### config.mk
export PLATFORM = sky130hd
export DESIGN_NAME = i2c_bus_conditioner
export DESIGN_NICKNAME = d
export VERILOG_FILES = /design/src/rtl/i2c_bus_conditioner.sv
export SDC_FILE = /design/constraint.sdc
export NUM_CORES = 1
export LEC_CHECK = 0
export CORE_MARGIN = 5
export CORE_UTILIZATION = 50
export DETAILED_ROUTE_END_ITERATION = 10
export PLACE_DENSITY = 0.82
export SYNTH_ARGS = -nofsm -noshare
export SYNTH_HDL_FRONTEND = slang
export SYNTH_SLANG_ARGS = --single-unit
### constraint.sdc
create_clock -name in_clk -period 6.5 [get_ports in_clk]
set_input_delay 1.3 -clock in_clk [delete_from_list [all_inputs] [get_ports in_clk]]
set_output_delay 1.3 -clock in_clk [all_outputs]
set_load 0.03 [all_outputs]
### src/rtl/i2c_bus_conditioner.sv
// I2C pad conditioner: synchronise + glitch-filter SCL/SDA, derive edge/START/STOP strobes, bus-busy and glitch count.
// Latency SYNC_STAGES+FILTER_CYCLES-1 clocks from first sampling edge; no backpressure, strobes are 1-cycle and must be taken when seen.
module i2c_bus_conditioner #(
    parameter int SYNC_STAGES         = 2,
    parameter int FILTER_CYCLES       = 4,
    parameter int IDLE_TIMEOUT_CYCLES = 0
) (
    input  logic       in_clk,
    input  logic       in_rst,
    input  logic       in_scl,
    input  logic       in_sda,
    output logic       out_scl,
    output logic       out_sda,
    output logic       out_scl_rise,
    output logic       out_scl_fall,
    output logic       out_start,
    output logic       out_stop,
    output logic       out_bus_busy,
    output logic [7:0] out_glitch_cnt
);

    localparam int CW = (FILTER_CYCLES > 1) ? $clog2(FILTER_CYCLES) : 1;
    localparam logic [CW-1:0] CNT_LAST = CW'(FILTER_CYCLES - 1);
    localparam logic [15:0] TO_LIMIT = 16'(IDLE_TIMEOUT_CYCLES);
    localparam int SCL = 0;
    localparam int SDA = 1;

    typedef enum logic {
        ST_IDLE,
        ST_BUSY
    } state_t;

    logic [1:0][SYNC_STAGES-1:0] sync_q, sync_d;
    logic [1:0][CW-1:0]          cnt_q, cnt_d;
    logic [1:0]                  filt_q, filt_d;
    logic [1:0]                  upd;
    logic [1:0]                  reject;
    logic [1:0]                  raw;

    logic       scl_rise_q, scl_rise_d;
    logic       scl_fall_q, scl_fall_d;
    logic       start_q, start_d;
    logic       stop_q, stop_d;
    logic [7:0] glitch_q, glitch_d;
    logic [8:0] glitch_sum;
    logic [15:0] to_cnt_q, to_cnt_d;
    logic       timeout;
    state_t     state_q, state_d;

    assign raw = {in_sda, in_scl};

    // Per-line synchroniser and stability filter; index 0 is SCL, 1 is SDA.
    always_comb begin
        sync_d = sync_q;
        cnt_d  = cnt_q;
        filt_d = filt_q;
        upd    = '0;
        reject = '0;
        for (int i = 0; i < 2; i++) begin
            sync_d[i] = {sync_q[i][SYNC_STAGES-2:0], raw[i]};
            if (sync_q[i][SYNC_STAGES-1] != filt_q[i]) begin
                if (cnt_q[i] == CNT_LAST) begin
                    filt_d[i] = ~filt_q[i];
                    cnt_d[i]  = '0;
                    upd[i]    = 1'b1;
                end else begin
                    cnt_d[i] = cnt_q[i] + 1'b1;
                end
            end else if (cnt_q[i] != '0) begin
                cnt_d[i]  = '0;
                reject[i] = 1'b1;
            end
        end
    end

    // Strobes are registered alongside the filtered level so they align with it.
    always_comb begin
        scl_rise_d = upd[SCL] & filt_d[SCL];
        scl_fall_d = upd[SCL] & ~filt_d[SCL];
        start_d    = upd[SDA] & ~filt_d[SDA] & filt_q[SCL] & ~upd[SCL];
        stop_d     = upd[SDA] & filt_d[SDA] & filt_q[SCL] & ~upd[SCL];
        glitch_sum = {1'b0, glitch_q} + 9'(reject[SCL]) + 9'(reject[SDA]);
        glitch_d   = glitch_sum[8] ? 8'hFF : glitch_sum[7:0];
    end

    // Bus state follows the registered strobes, so busy lags START/STOP by one cycle.
    always_comb begin
        to_cnt_d = '0;
        timeout  = 1'b0;
        state_d  = state_q;
        if ((IDLE_TIMEOUT_CYCLES != 0) && (state_q == ST_BUSY) && filt_q[SCL] && filt_q[SDA]) begin
            if (to_cnt_q + 16'd1 == TO_LIMIT) begin
                timeout = 1'b1;
            end else begin
                to_cnt_d = to_cnt_q + 16'd1;
            end
        end
        case (state_q)
            ST_IDLE: if (start_q) state_d = ST_BUSY;
            ST_BUSY: if (stop_q || timeout) state_d = ST_IDLE;
            default: state_d = ST_IDLE;
        endcase
    end

    always_ff @(posedge in_clk) begin
        if (in_rst) begin
            sync_q     <= '1;
            cnt_q      <= '0;
            filt_q     <= '1;
            scl_rise_q <= 1'b0;
            scl_fall_q <= 1'b0;
            start_q    <= 1'b0;
            stop_q     <= 1'b0;
            glitch_q   <= '0;
            to_cnt_q   <= '0;
            state_q    <= ST_IDLE;
        end else begin
            sync_q     <= sync_d;
            cnt_q      <= cnt_d;
            filt_q     <= filt_d;
            scl_rise_q <= scl_rise_d;
            scl_fall_q <= scl_fall_d;
            start_q    <= start_d;
            stop_q     <= stop_d;
            glitch_q   <= glitch_d;
            to_cnt_q   <= to_cnt_d;
            state_q    <= state_d;
        end
    end

    assign out_scl        = filt_q[SCL];
    assign out_sda        = filt_q[SDA];
    assign out_scl_rise   = scl_rise_q;
    assign out_scl_fall   = scl_fall_q;
    assign out_start      = start_q;
    assign out_stop       = stop_q;
    assign out_bus_busy   = (state_q == ST_BUSY);
    assign out_glitch_cnt = glitch_q;

endmodule
* Yosys cells after proc, flatten, opt, wreduce, memory -nomap -nowiden
Index checks and enable logic that the tools add are counted.
W data, S select, Z words.
** Cells by class
- $add $sub $neg :: 4
- Eq/ne operators :: 4
- Multiplexer cells :: 22
- Bitwise gates (word level) :: 14
- Reduce and logical (&&, ||, !) cells :: 4
** Operators with widths (count)
- $mux W1 :: 14
- $mux W2 :: 6
- $add A8 B1 Y9 :: 1
- $add A9 B1 Y9 :: 1
- $and A1 B1 Y1 :: 8
- $mux W8 :: 1
- $reduce_bool A2 Y1 :: 4
- $not A1 Y1 :: 6
- $add A2 B1 Y2 const B :: 2
- $eq A2 B2 Y1 const B :: 2
- $ne A1 B1 Y1 :: 2
- $pmux W1 S2 :: 1
** Word-level totals
- Register bits after elaboration :: 23
- Word-level logic and storage cells :: 59

* Longest topological paths before layout
Gate-level depths: netlist (run 1).
- Word-level depth :: 7
- Mapped depth :: 9

* Worst setup path before layout (run 1)
No wires, ideal clock.
- Kind :: reg-to-reg
- From :: register filt_q[1]
- To :: register glitch_q[0] (netlist: out_glitch_cnt[0])
- Library setup time :: 0.072 ns
- Arrival :: 2.175 ns
- Data required time :: 6.428 ns
- Path slack :: 4.254 ns
- Stages on the path, launching flop included :: 9
- Buffers on the path :: 0
- Period minus slack after synthesis :: 2.246 ns
- Cell sequence :: dfxtp_1 xnor2_1 nand2b_1 fa_1 inv_1 ha_1 and4_2 nand4_1 a21oi_1
** Between the ends
- Longest elaborated chain between the ends :: 4
** Ends and longest elaborated chain
- start, declared :: line 35 : logic [1:0] filt_q, filt_d;
- start signal, assigned :: line 120 : filt_q <= filt_d;
- $ne A1 B1 Y1 :: line 61 : if (sync_q[i][SYNC_STAGES-1] != filt_q[i]) begin
- $mux W1 :: line 61
- $add A9 B1 Y9 :: line 82 : glitch_sum = {1'b0, glitch_q} + 9'(reject[SCL]) + 9'(reject[SDA]);
- $mux W8 :: line 83 : glitch_d = glitch_sum[8] ? 8'hFF : glitch_sum[7:0];
- end signal, assigned :: line 125 : glitch_q <= glitch_d;
- end, declared :: line 44 : logic [7:0] glitch_q, glitch_d;
No other way between the ends.
A chain may end at the register's enable or synchronous reset.

* Worst setup path in the final report (run 1)
- From :: register glitch_q[2] (netlist: out_glitch_cnt[2])
- To :: output out_glitch_cnt[2]
** RTL lines
- end, declared :: line 19 : output logic [7:0] out_glitch_cnt
No word-level cell between the ends.

==> results.sh, run 1 <==
export IMPL_portBuffers=18
export IMPL_synthSimpleGateAreaFrac_pct=24.5
export IMPL_dr_wl_met2_um=765
export IMPL_drive_gt1_share_pct=9.48
export IMPL_slew_headroom_pct=51.6
export IMPL_cp_max_fo=7
export IMPL_fin_setup_tns_ns=0
export IMPL_fin_crit_sh_pct=43.5
export IMPL_drv_cap=0
export IMPL_hold_start="sync_d[3]"
export IMPL_hold_path_class="register to register"
export IMPL_syn_nets=106
export IMPL_die_area_um2=2900
export IMPL_n_antenna_cell=0
export IMPL_worstHoldEndpoint="sync_q[3]"
export IMPL_required_ns=5.20
export IMPL_globalRoute_totalOverflow=0
export IMPL_synthDistinctLibCells=33
export IMPL_fp_row_count=15
export IMPL_r2r_start="filt_q[1]"
export IMPL_cts_resized=0
export IMPL_skew_ns=0.00151
export IMPL_ctsHoldBuffers=0
export IMPL_syn_cell_area_um2=963
export IMPL_cp_end_kind="primary output"
export IMPL_clk_pin_slew_ns=0.12
export IMPL_fmax_mhz=354
export IMPL_cts_buffer_depth=2
export IMPL_top_layer_used="met4"
export IMPL_r2r_cells=8
export IMPL_syn_inst=96
export IMPL_p_per_area_nw_per_um2=191
export IMPL_avgSynthCellArea_um2=10.0
export IMPL_p_leak_nw=0.415
export IMPL_grt_pass1_vias=625
export IMPL_start_util_pct=54.0
export IMPL_syn_to_final_growth_pct=23.9
export IMPL_cp_top_family="buffers and inverters"
export IMPL_timing_rr_end="out_glitch_cnt[0]"
export IMPL_nets=127
export IMPL_wl_met1_um=795
export IMPL_path_buf_inv=1
export IMPL_track_usage_pct=12.6
export IMPL_clk_latency_ns=0.31
export IMPL_dpl_hpwl_mm=1.22
export IMPL_start_kind="register"
export IMPL_async_flop_share_pct=0
export IMPL_critPathSlowestCell="clkdlybuf4s50_1"
export IMPL_wl_per_cell_um=11.8
export IMPL_arrival_ns=1.53
export IMPL_synth_seq_cells=23
export IMPL_grt_pass1_wl_mm=2.64
export IMPL_place_congestion=0.810
export IMPL_synth_edff_count=0
export IMPL_synth_top_area_share_pct=47.8
export IMPL_ios=19
export IMPL_drt_pass1_iter_count=4
export IMPL_synth_ff_type="dfxtp_1"
export IMPL_ys_top_cells_by_area="dfxtp_1, ha_1, a21oi_1"
export IMPL_core_um2=1780
export IMPL_synth_compound_area_share_pct=10.4
export IMPL_grt_max_degree=23
export IMPL_vdd_drop_max_v=0.000109
export IMPL_synth_top_cell_by_area="dfxtp_1"
export IMPL_yosys_area_share_adder_pct=8.57
export IMPL_ys_top_cells_by_count="dfxtp_1, a21oi_1, inv_1"
export IMPL_yosys_warnings=0
export IMPL_tightest_slew_ns=0.723
export IMPL_worstSetupPathType="register to primary output"
export IMPL_reg2reg_slack_ns=4.03
export IMPL_place_ws_ns=3.74
export IMPL_ant_nets=0
export IMPL_synth_xor_area_share_pct=3.64
export IMPL_postCtsSetupBuffers=0
export IMPL_rsz0062_at_grt="false"
export IMPL_antenna_found_initial=0
export IMPL_via_per_inst=5.23
export IMPL_period_minus_slack_ns=2.83
export IMPL_yosys_cell_count_top_type="dfxtp_1"
export IMPL_cts_buffers=3
export IMPL_drc=0
export IMPL_wl_met3_um=78
export IMPL_dieWidth_um=53.9
export IMPL_synth_mux_area_fraction_pct=1.04
export IMPL_status="complete, no violations"
export IMPL_hold_violations=0
export IMPL_cts_tree="yes"
export IMPL_min_path_cells=1
export IMPL_critPathMaxStageDelay_ns=0.73
export IMPL_die_h_um=53.9
export IMPL_ys_seq_area_share_pct=47.8
export IMPL_cts_sinks=23
export IMPL_slew_violations=0
export IMPL_finalSetupViolCount=0
export IMPL_crit_chain="clkdlybuf4s50_1"
export IMPL_final_setup_worst_slack_ns=3.67
export IMPL_synth_top_family_by_area="simple AND/OR/NAND/NOR gates"
export IMPL_vias=738
export IMPL_drt_initial_drc_count=13
export IMPL_drt_wl_total_mm=1.66
export IMPL_cts_htree_levels=1
export IMPL_root_buffer="clkbuf_4"
==> worst max path at each step <==
stage	startpoint	end	slack, ns	depth (start not counted)
after global placement	in_rst	out_start	3.76	3
after CTS	out_glitch_cnt[2]	out_glitch_cnt[2]	3.66	1
after global routing	out_glitch_cnt[2]	out_glitch_cnt[2]	3.62	1
after floorplan	filt_q[1]	out_glitch_cnt[0]	4.25	8
final	out_glitch_cnt[2]	out_glitch_cnt[2]	3.67	1
after detailed placement	in_rst	out_start	3.74	3
==> per-stage QoR <==
| stage | power [mW] | cells | hold slack [ns] | cell area [µm²] | utilization [%] |
|---|---|---|---|---|---|
| floorplan | 0.161 | 96 | 0.389 | 963 | - |
| finish | 0.229 | 141 | 0.421 | 1190 | 66.9 |
| global route | 0.242 | 141 | 0.446 | 1190 | 66.9 |
| detailed placement | 0.168 | 137 | 0.394 | 1170 | 65.4 |
| global placement | 0.167 | 137 | 0.392 | 1170 | 65.4 |
| CTS | 0.233 | 141 | 0.425 | 1190 | 66.9 |
==> per-layer routing <==
metal	vias to the layer above	track usage, %
met1	343	16.0
met4	0	5.96
met3	2	3.60
li1	377	-
met2	16	19.6
met5	-	0
==> cell usage in the layout (no fill, tap or decap), drive strengths merged, types with 2 or more instances in the layout <==
cell,instances
or2,5
ha,5
inv,8
nand2b,5
nor4bb,2
or3,3
dfxtp,23
a21oi,9
clkbuf,3
nor3,2
nor4b,2
xnor2,3
a31oi,3
nand3,7
clkdlybuf4s50,18
==> kinds of logic after synthesis <==
| logic type | after synthesis |
|---|---|
| xor gates and xnor gates | 4 |
| adders and majority gates | 6 |
| DFF | 23 |
| and+or+nand+nor | 35 |
| buffers and inverters | 10 |
| muxes | 1 |
| AOI/OAI and AO/OA | 17 |
==> cell type report <==
| class | instances | area [µm²] |
|---|---|---|
| fillers | 137 | 589 |
| repair buffers | 18 | 180 |
| clock buffers | 3 | 22.5 |
| inverters | 8 | 30.0 |
| clock inverters | 1 | 5.00 |
| flip-flops and latches | 23 | 460 |
| multi-input cells | 63 | 464 |
| well taps | 25 | 31.3 |
==> state kept, by name, indices dropped and copies added (netlist names), 2 cells and up <==
name	cells
filt_q	2
out_glitch_cnt	8
sync_d	2
sync_q	2
cnt_q	4
==> power by group <==
group	leakage (nW)	total (mW)	switching [mW]	internal, mW
Combinational	0.210	0.0181	0.00965	0.00842
Sequential	0.187	0.146	0.00227	0.144
Clock	0.0177	0.0640	0.0411	0.0230
Total	0.415	0.229	0.0530	0.176
Power figures use the tool's default switching activity.
==> run 2, diff against run 1 <==
- CORE_UTILIZATION: 50 -> 49
- PLACE_DENSITY: 0.82 -> 0.8
- clock period: 6.5 -> 2.7 ns (I/O delays scaled with it)
==> results.sh, run 2 (synthesis gave the netlist of run 1 again) <==
export IMPL_place_congestion=0.850
export IMPL_cts_tree="yes"
export IMPL_start_util_pct=50.1
export IMPL_slew_headroom_pct=70.0
export IMPL_skew_ns=0.00787
export IMPL_hold_path_class="register to register"
export IMPL_place_inst=140
export IMPL_core_um2=1920
export IMPL_antenna_found_initial=0
export IMPL_timing_hold_ws_ns=0.425
export IMPL_nets=128
export IMPL_vias=768
export IMPL_die_area_um2=2950
export IMPL_fin_setup_tns_ns=0
export IMPL_p_comb_share_pct=8.1
export IMPL_cp_max_fo=6
export IMPL_cp_end_kind="register"
export IMPL_p_per_area_nw_per_um2=457
export IMPL_hold_violations=0
export IMPL_portBuffers=18
export IMPL_cts_htree_levels=1
export IMPL_place_area_um2=1180
export IMPL_power_switching_uw=126
export IMPL_track_usage_pct=14.4
export IMPL_r2r_cells=8
export IMPL_p_leak_nw=0.419
export IMPL_drc=0
export IMPL_slew_violations=0
export IMPL_drv_cap=0
export IMPL_dieWidth_um=54.3
export IMPL_min_path_cells=1
export IMPL_final_setup_worst_slack_ns=0.279
export IMPL_clk_latency_ns=0.30
export IMPL_fin_cells=144
export IMPL_hold_start="sync_d[1]"
export IMPL_cts_resized=0
export IMPL_status="complete, no violations"
export IMPL_fmax_mhz=413
export IMPL_cp_startpoint="filt_q[1]"
export IMPL_grt_max_degree=15
export IMPL_r2r_start="filt_q[1]"
export IMPL_wl_per_cell_um=12.9
export IMPL_globalRoute_totalOverflow=0
export IMPL_pwr_share_seq_pct=64.2
export IMPL_critPathSlowestCell="fa_1"
export IMPL_clk_pin_slew_ns=0.13
export IMPL_ctsHoldBuffers=0
export IMPL_crit_chain="xnor2_1, nand2b_1, fa_1, inv_1, ha_1, and4_2, nand4_1, a21oi_1"
export IMPL_final_common_cell="dfxtp_1"
export IMPL_required_ns=2.93
export IMPL_root_buffer="clkbuf_4"
export IMPL_arrival_ns=2.65
export IMPL_fillCellCount=179
export IMPL_postCtsSetupBuffers=0
export IMPL_critPathMaxStageDelay_ns=0.45
export IMPL_finalSetupViolCount=0
export IMPL_place_ws_ns=0.345
export IMPL_utilization_pct=62.6
export IMPL_rsz0062_at_grt="false"
export IMPL_n_antenna_cell=0
export IMPL_largest_register_ffs=8
export IMPL_power_uw=550
export IMPL_vdd_drop_max_v=0.000310
export IMPL_layout_common_cells="dfxtp_1, clkdlybuf4s50_1, a21oi_1, inv_1, nand3_1"
export IMPL_drt_pass1_iter_count=4
export IMPL_cts_buffers=3
export IMPL_drt_initial_drc_count=14
export IMPL_drive_gt1_share_pct=10.3
export IMPL_grt_pass1_wl_mm=3.08
export IMPL_drt_wl_total_mm=1.85
export IMPL_dpl_hpwl_mm=1.41
export IMPL_ant_nets=0
export IMPL_multi_input_comb_area_um2=464
export IMPL_ios=19
export IMPL_fin_area_um2=1200
export IMPL_seqCellArea_um2=460
export IMPL_cts_sinks=23
export IMPL_cts_buffer_depth=2
export IMPL_clkPwrFrac_pct=27.7
export IMPL_start_kind="register"
export IMPL_die_h_um=54.3
export IMPL_sw_frac_of_total_pct=23.0
export IMPL_syn_to_final_growth_pct=24.9
export IMPL_period_minus_slack_ns=2.42
export IMPL_tightest_slew_ns=0.447
export IMPL_via_per_inst=5.33
export IMPL_power_internal_uw=423
export IMPL_worstSetupPathType="register to register"
export IMPL_grt_pass1_vias=741
export IMPL_fp_row_count=16
export IMPL_fin_crit_sh_pct=89.7
run 2: changes by cell type in the layout (fill, tap and decap cells not counted):
cell / delta
buf_4: +1
run 2: power groups by stage:
| stage | Clock (mW) | Combinational, mW | Sequential [mW] |
|---|---|---|---|
| after floorplan | 0 | 0.0227 | 0.365 |
| after global placement | 0 | 0.0439 | 0.360 |
| after detailed placement | 0 | 0.0451 | 0.360 |
| after CTS | 0.157 | 0.0453 | 0.353 |
| after global routing | 0.172 | 0.0500 | 0.354 |
| final | 0.152 | 0.0444 | 0.353 |
run 2: path summary, 6_finish.rpt:
kind / to / slack [ns]
max reg2reg: out_glitch_cnt[1] / 0.28
min reg2reg: sync_q[1] / 0.42
max: out_glitch_cnt[1] / 0.28
min: sync_q[1] / 0.42
run 2: worst max-delay path: cells and delay by family, from the launching register on:
family	cells	cell delay, ns
flops	1	0.36
xor+xnor	1	0.40
compound gates	1	0.20
fa+ha+maj	2	0.70
buf+inv	1	0.08
simple gates	3	0.61
run 2: per-layer routing:
layer	routed length, µm	up-vias	share of wire [%]	global-route usage, %
met4	12	0	0.65	4.98
met5	0	-	0	0
met2	901	21	49	26.1
li1	-	378	-	-
met1	881	367	48	17.0
met3	59	2	3.2	2.45
run 2: final cells by class:
type | count | share of cell area (%)
clock buffer | 3 | 1.87
clock inverter | 1 | 0.416
inverter | 8 | 2.49
multi-input combinational | 63 | 38.6
sequential | 23 | 38.3
tap | 27 | 2.81
timing repair buffer | 19 | 15.6
==> run 3, diff against run 2 <==
- GPL_TIMING_DRIVEN: not set -> 0
- PLACE_DENSITY: 0.8 -> 0.76
==> results.sh, run 3 (synthesis gave the netlist of run 1 again) <==
export IMPL_largest_register_ffs=8
export IMPL_seqCellArea_um2=460
export IMPL_dieWidth_um=54.3
export IMPL_place_area_um2=1180
export IMPL_root_buffer="clkbuf_4"
export IMPL_tightest_slew_ns=0.477
export IMPL_cp_top_family="adder cells"
export IMPL_track_usage_pct=14.9
export IMPL_cts_buffer_depth=2
export IMPL_reg2reg_slack_ns=0.26
export IMPL_use_met2_pct=23.9
export IMPL_layout_common_cells="dfxtp_1, clkdlybuf4s50_1, a21oi_1, inv_1, nand3_1"
export IMPL_wl_per_cell_um=12.4
export IMPL_arrival_ns=2.69
export IMPL_grt_pass1_vias=697
export IMPL_start_util_pct=50.1
export IMPL_required_ns=2.94
export IMPL_path_buf_inv=2
export IMPL_fillCellCount=175
export IMPL_antenna_found_initial=0
export IMPL_drive_gt1_share_pct=10.2
export IMPL_p_leak_nw=0.422
export IMPL_crit_chain="inv_1, ha_1, nand2b_1, fa_1, inv_1, ha_1, and4_2, nand4_1, a21oi_1"
export IMPL_die_area_um2=2950
export IMPL_fin_area_um2=1210
export IMPL_status="complete, no violations"
export IMPL_p_per_area_nw_per_um2=457
export IMPL_portBuffers=18
export IMPL_finalSetupViolCount=0
export IMPL_global_route_peak_usage_layer="met2"
export IMPL_vdd_drop_max_v=0.000284
export IMPL_cts_resized=0
export IMPL_cts_htree_levels=1
export IMPL_slew_headroom_pct=68.2
export IMPL_period_minus_slack_ns=2.44
export IMPL_cp_max_fo=5
export IMPL_ios=19
export IMPL_final_common_cell="dfxtp_1"
export IMPL_skew_ns=0.00206
export IMPL_rsz0062_at_grt="false"
export IMPL_clk_latency_ns=0.31
export IMPL_syn_to_final_growth_pct=25.7
export IMPL_grt_use_met3_pct=3.54
export IMPL_fin_crit_sh_pct=90.5
export IMPL_globalRoute_totalOverflow=0
export IMPL_slew_violations=0
export IMPL_postCtsSetupBuffers=0
export IMPL_drt_initial_drc_count=7
export IMPL_drc=0
export IMPL_fin_setup_tns_ns=0
export IMPL_die_h_um=54.3
export IMPL_critPathSlowestCell="fa_1"
export IMPL_multi_input_comb_area_um2=472
export IMPL_place_congestion=0.834
export IMPL_worstSetupPathType="register to register"
export IMPL_grt_use_met1_pct=17.9
export IMPL_n_antenna_cell=0
export IMPL_ant_nets=0
export IMPL_core_um2=1920
export IMPL_start_kind="register"
export IMPL_power_uw=553
export IMPL_fmax_mhz=409
export IMPL_hold_path_class="register to register"
export IMPL_drt_wl_total_mm=1.79
export IMPL_clk_pin_slew_ns=0.12
export IMPL_fp_row_count=16
export IMPL_via_per_inst=5.12
export IMPL_vias=743
export IMPL_ctsHoldBuffers=0
export IMPL_dpl_hpwl_mm=1.25
export IMPL_grt_max_degree=13
export IMPL_cts_tree="yes"
export IMPL_critPathMaxStageDelay_ns=0.47
export IMPL_drv_cap=0
export IMPL_cts_buffers=3
export IMPL_hold_violations=0
export IMPL_drt_pass1_iter_count=4
export IMPL_cp_end_kind="register"
export IMPL_nets=129
export IMPL_cts_sinks=23
export IMPL_grt_pass1_wl_mm=3.11
## run 3: cell count changes in the layout (fill, tap and decap cells not counted)
cell / previous run / this run
buf_1: 0 / 1
buf_4: 1 / 0
xnor2_2: 0 / 1
clkbuf_1: 0 / 1
clkinv_2: 1 / 0
buf_2: 0 / 1
xnor2_1: 3 / 2
## run 3: worst paths after layout
kind,startpoint,end,cells after the start
worst max-delay path,cnt_q[2],out_glitch_cnt[0],9
worst min-delay path,sync_d[1],sync_q[1],1
worst max register to register,cnt_q[2],out_glitch_cnt[0],9
worst min register to register,sync_d[1],sync_q[1],1
## run 3: final cells by class
class                           count  share of cell area, %
Multi-Input combinational cell     63                   38.9
Sequential cell                    23                   38.0
Timing Repair Buffer               18                   14.9
Tap cell                           27                   2.79
Inverter                            8                   2.48
Clock buffer                        4                   2.17
Buffer                              2                  0.723
## run 3: through the flow
stage | worst slack (ns) | utilization [%] | cells | hold WS [ns]
floorplan | 0.454 | - | 96 | 0.389
global placement | 0.343 | 61.3 | 141 | 0.393
detailed placement | 0.300 | 61.3 | 141 | 0.397
CTS | 0.202 | 62.6 | 145 | 0.426
global route | 0.0387 | 63.0 | 145 | 0.444
finish | 0.257 | 63.0 | 145 | 0.426
## run 3: where the power goes
| part | switching [mW] | internal, mW |
|---|---|---|
| combinational | 0.0236 | 0.0213 |
| sequential | 0.00610 | 0.347 |
| clock | 0.0971 | 0.0577 |
## run 3: layer usage
layer	wire, µm	vias up
met5	0	-
met4	48	0
met3	77	5
met2	838	14
met1	827	343
li1	-	381
## run 3: worst register-to-register path, cell delays in order, from the launching register on
cell and delay, ns:
dfxtp_1 0.41, inv_1 0.07, ha_1 0.22, nand2b_1 0.18, fa_1 0.47, inv_1 0.08, ha_1 0.24, and4_2 0.27
nand4_1 0.22, a21oi_1 0.22
